===== config.mk =====
export PLATFORM = sky130hd
export DESIGN_NAME = game_flow_ctrl
export DESIGN_NICKNAME = d
export VERILOG_FILES = /design/src/rtl/game_pkg.sv /design/src/rtl/game_flow_ctrl_frame_timer.sv /design/src/rtl/game_flow_ctrl.sv
export SDC_FILE = /design/constraint.sdc
export NUM_CORES = 1
export LEC_CHECK = 0
export ABC_AREA = 1
export BUFFER_PORTS_ARGS = -buffer_cell sky130_fd_sc_hd__buf_2
export CAP_MARGIN = 5
export CORE_ASPECT_RATIO = 0.7
export CORE_UTILIZATION = 48
export CTS_BUF_LIST = sky130_fd_sc_hd__clkbuf_16
export DETAILED_ROUTE_END_ITERATION = 6
export GPL_ROUTABILITY_DRIVEN = 0
export PLACE_DENSITY = 0.74
export SLEW_MARGIN = 20
export SYNTH_ARGS = -nofsm -noshare
export SYNTH_HDL_FRONTEND = slang
export SYNTH_SLANG_ARGS = --single-unit

===== constraint.sdc =====
create_clock -name clk -period 1.5 [get_ports clk]
set_input_delay 0.15 -clock clk [delete_from_list [all_inputs] [get_ports clk]]
set_output_delay 0.15 -clock clk [all_outputs]
set_load 0.05 [all_outputs]

===== src/rtl/game_pkg.sv =====
// game_pkg: shared state encoding, world status codes and fade mask constants for the game-flow controller
package game_pkg;
  typedef enum logic [2:0] {
    TITLE,
    FADE_IN,
    PLAY,
    FADE_OUT,
    HOLD,
    GAMEOVER,
    WIN
  } state_t;
  localparam logic [1:0] OVER_NONE = 2'b00;
  localparam logic [1:0] OVER_DIED = 2'b01;
  localparam logic [1:0] OVER_CLEAR = 2'b10;
  localparam logic [11:0] MASK_FULL = 12'hFFF;
  localparam logic [11:0] MASK_BLACK = 12'h000;
endpackage


===== src/rtl/game_flow_ctrl_frame_timer.sv =====
// frame_timer: loadable down-counter stepped by frame ticks; done flags the tick that brings it to zero
module frame_timer #(
  parameter int W = 10
) (
  input  logic         clk,
  input  logic         rstn,
  input  logic         tick,
  input  logic         load,
  input  logic [W-1:0] load_val,
  output logic         done
);
  logic [W-1:0] cnt;
  always_ff @(posedge clk) begin
    if (!rstn) cnt <= '0;
    else if (load) cnt <= load_val;
    else if (tick && cnt != '0) cnt <= cnt - 1'b1;
  end
  assign done = tick && cnt == W'(1);
endmodule


===== src/rtl/game_flow_ctrl.sv =====
// game_flow_ctrl: title/fade/play/hold/game-over/win sequencer driving World reset+run, stage, lives and RGB fade mask (GAMECTRL_FADE_EN enables fades)
module game_flow_ctrl
  import game_pkg::*;
#(
  parameter int STAGES = 2,
  parameter int LIVES = 3,
  parameter int HOLD_FRAMES = 60,
  localparam int SW = (STAGES > 1) ? $clog2(STAGES) : 1,
  localparam int LW = $clog2(LIVES + 1)
) (
  input  logic          clk,
  input  logic          rstn,
  input  logic          frame_tick,
  input  logic          start,
  input  logic [1:0]    over,
  output logic          world_rstn,
  output logic          run,
  output logic [SW-1:0] stage,
  output logic [LW-1:0] lives,
  output logic [11:0]   mask,
  output logic [2:0]    state
);
`ifdef GAMECTRL_FADE_EN
  localparam logic [3:0] LVL_START = 4'h0;
`else
  localparam logic [3:0] LVL_START = 4'hF;
`endif
  state_t st, st_n;
  logic [SW-1:0] stage_n;
  logic [LW-1:0] lives_n;
  logic [3:0] lvl, lvl_n;
  logic cause, cause_n, load, done;
  frame_timer #(.W(10)) u_timer (
    .clk(clk),
    .rstn(rstn),
    .tick(frame_tick && st == HOLD),
    .load(load),
    .load_val(10'(HOLD_FRAMES)),
    .done(done)
  );
  always_ff @(posedge clk) begin
    if (!rstn) begin
      st <= TITLE;
      stage <= '0;
      lives <= LW'(LIVES);
      lvl <= 4'hF;
      cause <= 1'b0;
      world_rstn <= 1'b0;
      run <= 1'b0;
    end else begin
      st <= st_n;
      stage <= stage_n;
      lives <= lives_n;
      lvl <= lvl_n;
      cause <= cause_n;
      world_rstn <= !(st_n inside {TITLE, HOLD, GAMEOVER, WIN});
      run <= st_n == PLAY;
    end
  end
  // cause: 1 = stage cleared, 0 = died
  always_comb begin
    st_n = st;
    stage_n = stage;
    lives_n = lives;
    lvl_n = lvl;
    cause_n = cause;
    load = 1'b0;
    case (st)
      TITLE: if (start) begin
        st_n = FADE_IN;
        lvl_n = LVL_START;
      end
`ifdef GAMECTRL_FADE_EN
      FADE_IN: if (frame_tick) begin
        lvl_n = lvl + 1'b1;
        st_n = (lvl == 4'hE) ? PLAY : FADE_IN;
      end
      FADE_OUT: if (frame_tick) begin
        lvl_n = lvl - 1'b1;
        load = lvl == 4'h1;
        st_n = load ? HOLD : FADE_OUT;
      end
`else
      FADE_IN: st_n = PLAY;
      FADE_OUT: begin
        st_n = HOLD;
        load = 1'b1;
      end
`endif
      // death checked first so 11 counts as died
      PLAY: if (over[0]) begin
        lives_n = lives - 1'b1;
        cause_n = 1'b0;
        st_n = FADE_OUT;
      end else if (over == OVER_CLEAR) begin
        cause_n = 1'b1;
        st_n = FADE_OUT;
      end
      HOLD: if (done) begin
        if (cause && stage == SW'(STAGES - 1)) begin
          st_n = WIN;
          lvl_n = 4'hF;
        end else if (!cause && lives == '0) begin
          st_n = GAMEOVER;
          lvl_n = 4'hF;
        end else begin
          st_n = FADE_IN;
          stage_n = cause ? stage + 1'b1 : stage;
        end
      end
      GAMEOVER, WIN: if (start) begin
        st_n = FADE_IN;
        stage_n = '0;
        lives_n = LW'(LIVES);
        lvl_n = LVL_START;
      end
      default: st_n = TITLE;
    endcase
  end
  assign mask = {lvl, lvl, lvl};
  assign state = st;
endmodule


**After elaboration in Yosys (flattened, before gate mapping)**

Cells that the tools add are included.

- Add/subtract/negate cells: 3
- Equality and inequality tests: 20
- Multiplexer cells: 26
- Bitwise operators: 1
- Reductions and logical operators: 24

Operators by type and width:

| kind | count |
|---|---|
| $eq A3 B3 Y1 const B | 6 |
| $mux W3 | 6 |
| $mux W4 | 4 |
| $pmux W3 S5 | 1 |
| $mux W6 | 2 |
| $ne A2 B2 Y1 const B | 6 |
| $eq A10 B1 Y1 const B | 1 |
| $reduce_bool A10 Y1 | 1 |
| $reduce_bool A2 Y1 | 5 |
| $sub A10 B1 Y10 const B | 1 |
| $eq A3 B2 Y1 const B | 3 |
| $mux W1 | 8 |
| $pmux W4 S2 | 1 |
| $logic_not A3 Y1 | 2 |
| $reduce_and A6 Y1 | 1 |
| $logic_and A1 B1 Y1 | 5 |
| $mux W2 | 2 |
| $pmux W2 S2 | 1 |
| $reduce_and A4 Y1 | 1 |
| $reduce_bool A4 Y1 | 1 |
| $reduce_or A2 Y1 | 2 |
| $eq A3 B1 Y1 const B | 1 |
| $ne A3 B1 Y1 const B | 1 |
| $reduce_and A3 Y1 | 1 |
| other kinds (10) | 11 |

- Bits in registers: 23
- Bits of input ports: 6
- Logic and storage cells: 83

**Logic depth before layout (Yosys ltp)**

Gate-level depths: netlist of the first run.

- Depth in word-level cells: 9
- Depth in mapped cells: 11
- Gate-level depth less buffers: 10

**Hierarchy**

A second synthesis of the first run with hierarchy kept.

- Cells, all modules: 226
- Area total of the unflattened synthesis: 1402.6 sq um

Modules (own cells, without submodules):

| module | instances | cells an instance | area each (sq um) | sequential area each (sq um) |
|---|---|---|---|---|
| frame_timer | 1 | 125 | 753.2 | 200.2 |
| game_flow_ctrl | 1 | 101 | 649.4 | 180.2 |

**Worst setup path before layout of the first run**

OpenSTA, ideal clock, no wires.

- Path type: flip-flop to flip-flop
- Start: register st[2], in the netlist state[2]
- End: register lives[0]
- Arrival: 1421 ps
- Data required time: 1383 ps
- Path slack: -38 ps
- Cell stages (with the launch flop): 8
- Buffers on the path: 0
- Period minus slack after synthesis: 1538 ps
- Cells stage by stage: dfxtp_1 -> nand2_1 -> nor2_1 -> nand2_1 -> nand3_1 -> a21oi_1 -> a21oi_1 -> nand2_1

- Word-level cells in the longest chain between the ends: 4
- Elaborated cells between the ends (all ways): 9
- Classes of those cells: 5 x eq/ne; 1 x mux; 3 x reduce/logical

RTL lines:

| what | line | text |
|---|---|---|
| start: declaration | game_flow_ctrl.sv:28 | `state_t st, st_n;` |
| start signal: assignment | game_flow_ctrl.sv:51 | `st <= st_n;` |
| $eq A3 B3 Y1 | game_flow_ctrl.sv:68 | `case (st)` |
| $reduce_or A2 Y1 | game_flow_ctrl.sv:68 |  |
| $ne A2 B2 Y1 (no source line) / $reduce_bool A2 Y1 (equally long branches) | -- |  |
| $reduce_and A3 Y1 (no source line) | -- |  |
| end signal: assignment | game_flow_ctrl.sv:45 | `lives <= LW'(LIVES);` |
| end signal: assignment | game_flow_ctrl.sv:53 | `lives <= lives_n;` |
| end: declaration | game_flow_ctrl.sv:19 | `output logic [LW-1:0] lives,` |

Parallel ways exist; a longest one is shown, timed or not.
A chain may end at the register's enable or synchronous reset.

**Worst setup path in the final report of the first run**

- Start: register u_timer.cnt[1]
- End: register run

- Word-level cells in the longest chain between the ends: 5

RTL lines:

| what | line | text |
|---|---|---|
| start: declaration | game_flow_ctrl_frame_timer.sv:12 | `logic [W-1:0] cnt;` |
| start signal: assignment | game_flow_ctrl_frame_timer.sv:15 | `else if (load) cnt <= load_val;` |
| start signal: assignment | game_flow_ctrl_frame_timer.sv:16 | `else if (tick && cnt != '0) cnt <= cnt - 1'b1;` |
| $eq A10 B1 Y1 | game_flow_ctrl_frame_timer.sv:18 | `assign done = tick && cnt == W'(1);` |
| $logic_and A1 B1 Y1 | game_flow_ctrl_frame_timer.sv:18 |  |
| $mux W3 | game_flow_ctrl.sv:99 | `HOLD: if (done) begin` |
| $pmux W3 S5 | game_flow_ctrl.sv:68 |  |
| $eq A3 B2 Y1 | game_flow_ctrl.sv:57 | `run <= st_n == PLAY;` |
| end signal: assignment | game_flow_ctrl.sv:49 | `run <= 1'b0;` |
| end signal: assignment | game_flow_ctrl.sv:57 |  |
| end: declaration | game_flow_ctrl.sv:17 | `output logic run,` |

Every way passes these cells.

==> run metrics, run 1 <==
IO Count 26; global-route wire length before repair about 4.4 mm; final core occ about three fifths; core area ~2300 µm²; cells along the critical path inv_1 -> ha_1 -> nand2_1 -> nor2_2 -> nand3_1 -> nand2_1 -> nand2_1 -> nor3_1; vias in the first global route approximately 1000; # rows 14; Hold Path Origin rstn; critical setup path kind reg -> reg; TritonRoute pass-1 iters 4; Final Cycle Share about 90%; WL/cell 11.0 µm; TritonCTS clock tree built; Worst Setup Start Kind flop; crit path DAT approximately 1600 ps; die extent in x 62.6 µm; Critical Path End Type flop; CTS Sinks 19; slowest CP cell dfxtp_2; CP Launch Point u_timer.cnt[1]; WL final 2.51 mm; r2r startpoint u_timer.cnt[1]; number of diodes 0; main area contributors after synthesis dfxtp_1 (31%), nand2_1 (12%), buf_4 (7.3%); capturing point of the worst reg2reg path run; Crit. path cell count 8; mapped cell area around 1200 µm²; crit path capture run; Max stage delay on crit path ~330 ps; Post-Syn Instances 180; flops & latches, synth 19; fmax 0.725 GHz; final hold vios 0; Root Buffer clkbuf_16; CP Max Fanout 4; Fin Hold WS about 170 ps; Tightest Hold Check Type in -> reg; share of cells above drive strength 1 about a fifth; count of different cell masters after synthesis 30; Max Slew Vio Count 0; Top delay family on crit path simple AND/OR/NAND/NOR gates; Max VDD drop 1020 µV; Starting Density 54.1%; static leakage slightly above 0.0007 µW; final setup fails 0; Max Buffers Root-to-Sink 2; antenna viol nets, final 0; sequential area share after synthesis 30.9%; CP dominant cell by count nand2_1; CP Buf/Inv Count 1; MaxCap Viol Count 0; initial antenna violation count 0; vias post-DR 1147; vias per std cell approximately 5.0; R2R cell count 8; Pwr Density roughly 1300 nW/µm²; DR DRC count 0; clock-pin slew on the worst setup and hold paths approximately 50 ps; most frequent cells in the layout nand2_1 (40), inv_1 (21), nor2_1 (18); CTS Hold Bufs 0; Synth-to-Final Area Change 13.0%; later-pin clock latency in the skew report 250 ps; Layout Skew between 4 and 5 ps; fraction of synthesized cell area taken by the top area cell type a little under a third; TritonCTS Buffers 3; status finished, final reports clean; GR Overflow Total 0; slack of the worst reg-to-reg path 120 ps; number of DRC markers in iteration 0 81; PortBufs 13; die area between 2000 and 3000 µm²; Syn Area/Cell between 6 and 7 µm²; Syn. warnings 0; die span in y around 44 µm; largest net degree at the start of global routing 14; minimum clock period ~1400 ps; CP required around 1700 ps; htree depth 1; Filler cells 195; GRT Overall Usage about a fifth; DPL Wire Length 1.90 mm; most common cell after layout, fill and taps aside nand2_1; Final Net Count between 200 and 250; area leader, netlist dfxtp_1
==> through the flow <==
step	std cells	worst slack (ps)	setup TNS [ps]	cell area, µm²	total power, µW
3_5_place_dp	224	41.4	0	1280	1260
4_1_cts	228	21.7	0	1360	1810
6_report	228	121	0	1390	1810
5_1_grt	228	-7.88	-7.88	1390	1920
2_1_floorplan	191	-0.368	-0.368	1280	1170
3_3_place_gp	224	102	0	1280	1250
==> report_power, final <==
group,leakage [µW],internal [µW],switching [µW]
sequential,0.000156,566,54.5
combinational,0.000515,180,469
clock,0.0000409,357,183
==> cells by family after synthesis <==
logic type	count (synthesis)	share of synthesized area (%)
compound gates	22	9.04
xor+xnor	6	4.26
fa+ha+maj	3	3.05
buf+inv	37	16.4
flops	19	30.9
other cells	1	0.304
simple gates	92	36.0
==> flip-flops by register name, summed over array words and instances, names as in the netlist <==
signal	cells
cause	1
lives	2
run	1
stage	1
state	3
u_timer.cnt	10
world_rstn	1
==> final cells by class <==
type	count	area [µm²]	share of cell area, %
Timing Repair Buffer	15	80.1	5.75
Multi-Input combinational cell	135	718	51.6
Sequential cell	19	388	27.9
Clock inverter	1	5.00	0.359
Clock buffer	3	75.1	5.39
Inverter	23	86.3	6.20
Tap cell	32	40.0	2.88
==> cells in the mapped netlist (all sizes together) <==
cell type   n
buf        14
conb        1
o21ai       6
inv        22
dfxtp      19
nand4       3
a31oi       1
a21oi      15
nor3        3
nor2       23
nand3b      1
nand3      14
clkinv      1
nand2      45
or2         3
xor2        4
xnor2       2
ha          3
==> timing repair <==
action,in CTS,in global routing
resized for setup,0,9
buffers inserted,0,0
setup endpoints to repair,0,10
==> how the worst min path moves through the flow <==
stage / endpoint / slack [ps] / depth (start not counted)
6_report: lives[0] / 170 / 2
5_1_grt: lives[1] / 180 / 2
4_1_cts: lives[0] / 170 / 2
3_5_place_dp: lives[0] / 420 / 2
3_3_place_gp: lives[1] / 410 / 2
2_1_floorplan: lives[0] / 330 / 2
==> layer usage <==
layer	track usage, %	vias to the layer above	part of all wire (%)
met5	0	-	0
met4	5.58	0	0.80
met3	6.70	2	8.5
met2	34.3	49	46
met1	26.6	517	44
li1	-	579	-
Note: power is estimated with default switching activity, not from simulation.
==> run 2: changes to the inputs <==
--- a/config.mk
+++ b/config.mk
@@ -5,7 +5,6 @@
 export SDC_FILE = /design/constraint.sdc
 export NUM_CORES = 1
 export LEC_CHECK = 0
-export ABC_AREA = 1
 export BUFFER_PORTS_ARGS = -buffer_cell sky130_fd_sc_hd__buf_2
 export CAP_MARGIN = 5
 export CORE_ASPECT_RATIO = 0.7
@@ -13,7 +12,7 @@
 export CTS_BUF_LIST = sky130_fd_sc_hd__clkbuf_16
 export DETAILED_ROUTE_END_ITERATION = 6
 export GPL_ROUTABILITY_DRIVEN = 0
-export PLACE_DENSITY = 0.74
+export PLACE_DENSITY = 0.75
 export SLEW_MARGIN = 20
 export SYNTH_ARGS = -nofsm -noshare
 export SYNTH_HDL_FRONTEND = slang
==> run 2 against run 1 <==
Effect of this change: the flow now finishes with violations (negative setup slack); cell count shrank 4.8%; global-route usage increased by 6.2 points; largest power group is now sequential cells; final area up 16%; wire length increased by 28%; die area fell by 3.5%; worst setup slack worse by 290 ps; worst hold slack lost 8.2 ps; via count grew 3.5%; sequential power down 11%.
==> run metrics, run 2 <==
Final WS setup -166 ps; unrepaired setup endpoints after global routing yes; htree depth 1; met3 wire length 214 µm; WL/cell between 10 and 15 µm; Syn. warnings 0; die extent in x between 60 and 70 µm; static leakage about 0.00071 µW; die area between 2000 and 3000 µm²; Root Buffer clkbuf_16; final hold vios 0; compound-cell area share of the yosys netlist between 10% and 20%; largest net degree at the start of global routing 15; minimum clock period about 1700 ps; Pint just over 1000 µW; critical setup path kind reg -> reg; most frequent cells in the layout buf_4 (26), buf_2 (14), nor2_1 (13); Layout Skew between 2 and 2.5 ps; vias post-DR ~1200; Final Instance Area around 1600 µm²; Switching Share 31.9%; Final Net Count 195; WL final between 3 and 4 mm; combinational group share of total power 26.9%; Synth-to-Final Area Change 36.2%; Largest register FFs 10; CP dominant cell by count a21oi_1; sequential area share after synthesis 32.0%; antenna viol nets, final 0; number of DRC markers in iteration 0 40; Max VDD drop ~680 µV; crit path DAT roughly 1800 ps; DPL Wire Length between 2 and 2.5 mm; Top delay family on crit path simple AND/OR/NAND/NOR gates; status finished with violations; initial antenna violation count 0; Largest Register u_timer.cnt; global-route wire length before repair 5.18 mm; Post-Syn Instances 145; later-pin clock latency in the skew report approximately 250 ps; GRT Overall Usage between 20% and 30%; largest family of logic cells by synthesized area simple AND/OR/NAND/NOR gates; failing checks negative setup slack; top-count cell post-synth dfxtp_1; Highest Signal Layer met4; Syn Area/Cell roughly 8 µm²; post-synthesis mux area share 1.69%; CP Buf/Inv Count 1; most common cell after layout, fill and taps aside buf_4; CP required 1630 ps; DR DRC count 0; vias per std cell 5.47; Adder-Cell Fraction of Synth Area 3.16%; fraction of synthesized cell area taken by the top area cell type roughly 32%; Critical Path End Type flop; count of different cell masters after synthesis 47; # rows 14; Pwr Density 924 nW/µm²; Post-synth EDFFs 0; top cells by count, synth dfxtp_1 (19), nor2_1 (15), buf_4 (12); FFs w/ async S/R, synth 0%; PortBufs 13; Multi-input gate area around 800 µm²; TritonRoute pass-1 iters 4; main area contributors after synthesis dfxtp_1 (32%), buf_4 (7.6%), nor2_1 (4.7%); fmax about 0.60 GHz; die span in y ~44 µm; Starting Density a little over half; cells along the critical path or4_4 -> buf_4 -> nor2_4 -> nor3_1 -> a21oi_1 -> a21oi_1; post-placement cell area about 1400 µm²; vias in the first global route between 1000 and 1500; Sequential Power Share between 30% and 40%; DP Worst Slack -97.9 ps; final setup fails 11; Max Slew Vio Count 0; post-synthesis xor/xnor area fraction a little over 5%; Final Cycle Share 111%; core area approximately 2200 µm²; Worst Setup Start Kind flop; IO Count 26; TritonCTS Buffers 3; Clk pwr share a little over a third; GR Overflow Total 0; clock-pin slew on the worst setup and hold paths around 50 ps; Simple-Gate Fraction of Synth Area about a third; flops & latches, synth 19; mapped cell area ~1200 µm²; Tightest Hold Check Type in -> reg; MaxCap Viol Count 0; CP Max Fanout 5; register area approximately 400 µm²; met2 WL roughly 1.5 mm; number of diodes 0; slowest CP cell or4_4; TritonCTS clock tree built; Filler cells 167; placed insts ~210; fin cells 217; Max Buffers Root-to-Sink 2; share of cells above drive strength 1 a little over two fifths; area leader, netlist dfxtp_1; M1 wire length 1.36 mm; Sw Pwr 477 µW; CTS Hold Bufs 0; CTS Sinks 19; Post-synth top flop dfxtp_1; final core occ 72.2%; Max stage delay on crit path between 500 and 600 ps
## run 2: cell types whose count changed in the layout (fill, tap and decap cells not counted), sizes merged, moves of 5 or more
| cell | change |
|---|---|
| nor4 | +5 |
| inv | -14 |
| a21oi | -8 |
| buf | +26 |
| nor2 | -8 |
| nand3 | -8 |
| nand2 | -35 |
## run 2: logic make-up after synthesis
family                   count (synthesis)
other                                    1
XOR/XNOR                                 7
multiplexers                             2
flip-flops                              19
AND/OR/NAND/NOR                         63
AO/OA/AOI/OAI                           26
buffers and inverters                   24
adder cells (fa/ha/maj)                  3
## run 2: area by class of cell
class / instances / share of cell area (%)
Clock buffer: 3 / 4.64
Inverter: 8 / 1.86
Sequential cell: 19 / 24.8
Multi-Input combinational cell: 113 / 48.9
Timing Repair Buffer: 41 / 17.1
Tap cell: 32 / 2.47
Clock inverter: 1 / 0.232
## run 2: repair_timing
item | CTS | global route
setup endpoints to repair | 14 | 16
setup buffers | 2 | 4
gates cloned | 0 | 1
gates resized for setup | 13 | 8
pin swaps | 7 | 11
## run 2: routing by layer
layer  global-route usage (%)  up-vias
met2                     44.8       58
li1                         -      563
met4                     10.7        0
met1                     33.5      556
met5                        0        -
met3                     7.16       10
## run 2: power by group through the flow
stage          sequential [µW]  clock, µW  combinational (µW)
6_report                   552        541                 402
3_5_place_dp               563          0                 372
4_1_cts                    551        551                 385
3_3_place_gp               562          0                 361
5_1_grt                    556        566                 429
2_1_floorplan              626          0                 235
## run 2: final timing paths
kind | startpoint | to | slack [ps] | depth (start not counted)
max | u_timer.cnt[5] | u_timer.cnt[4] | -170 | 6
min | rstn | lives[0] | 160 | 2
max reg2reg | u_timer.cnt[5] | u_timer.cnt[4] | -170 | 6
min reg2reg | stage | stage | 490 | 2
## run 2: per-stage QoR
stage / power, µW / setup TNS [ps] / hold slack, ps
floorplan: 861 / -52.2 / 339
global placement: 923 / -190 / 403
detailed placement: 935 / -606 / 410
CTS: 1490 / -318 / 150
global route: 1550 / -1390 / 178
finish: 1490 / -767 / 160
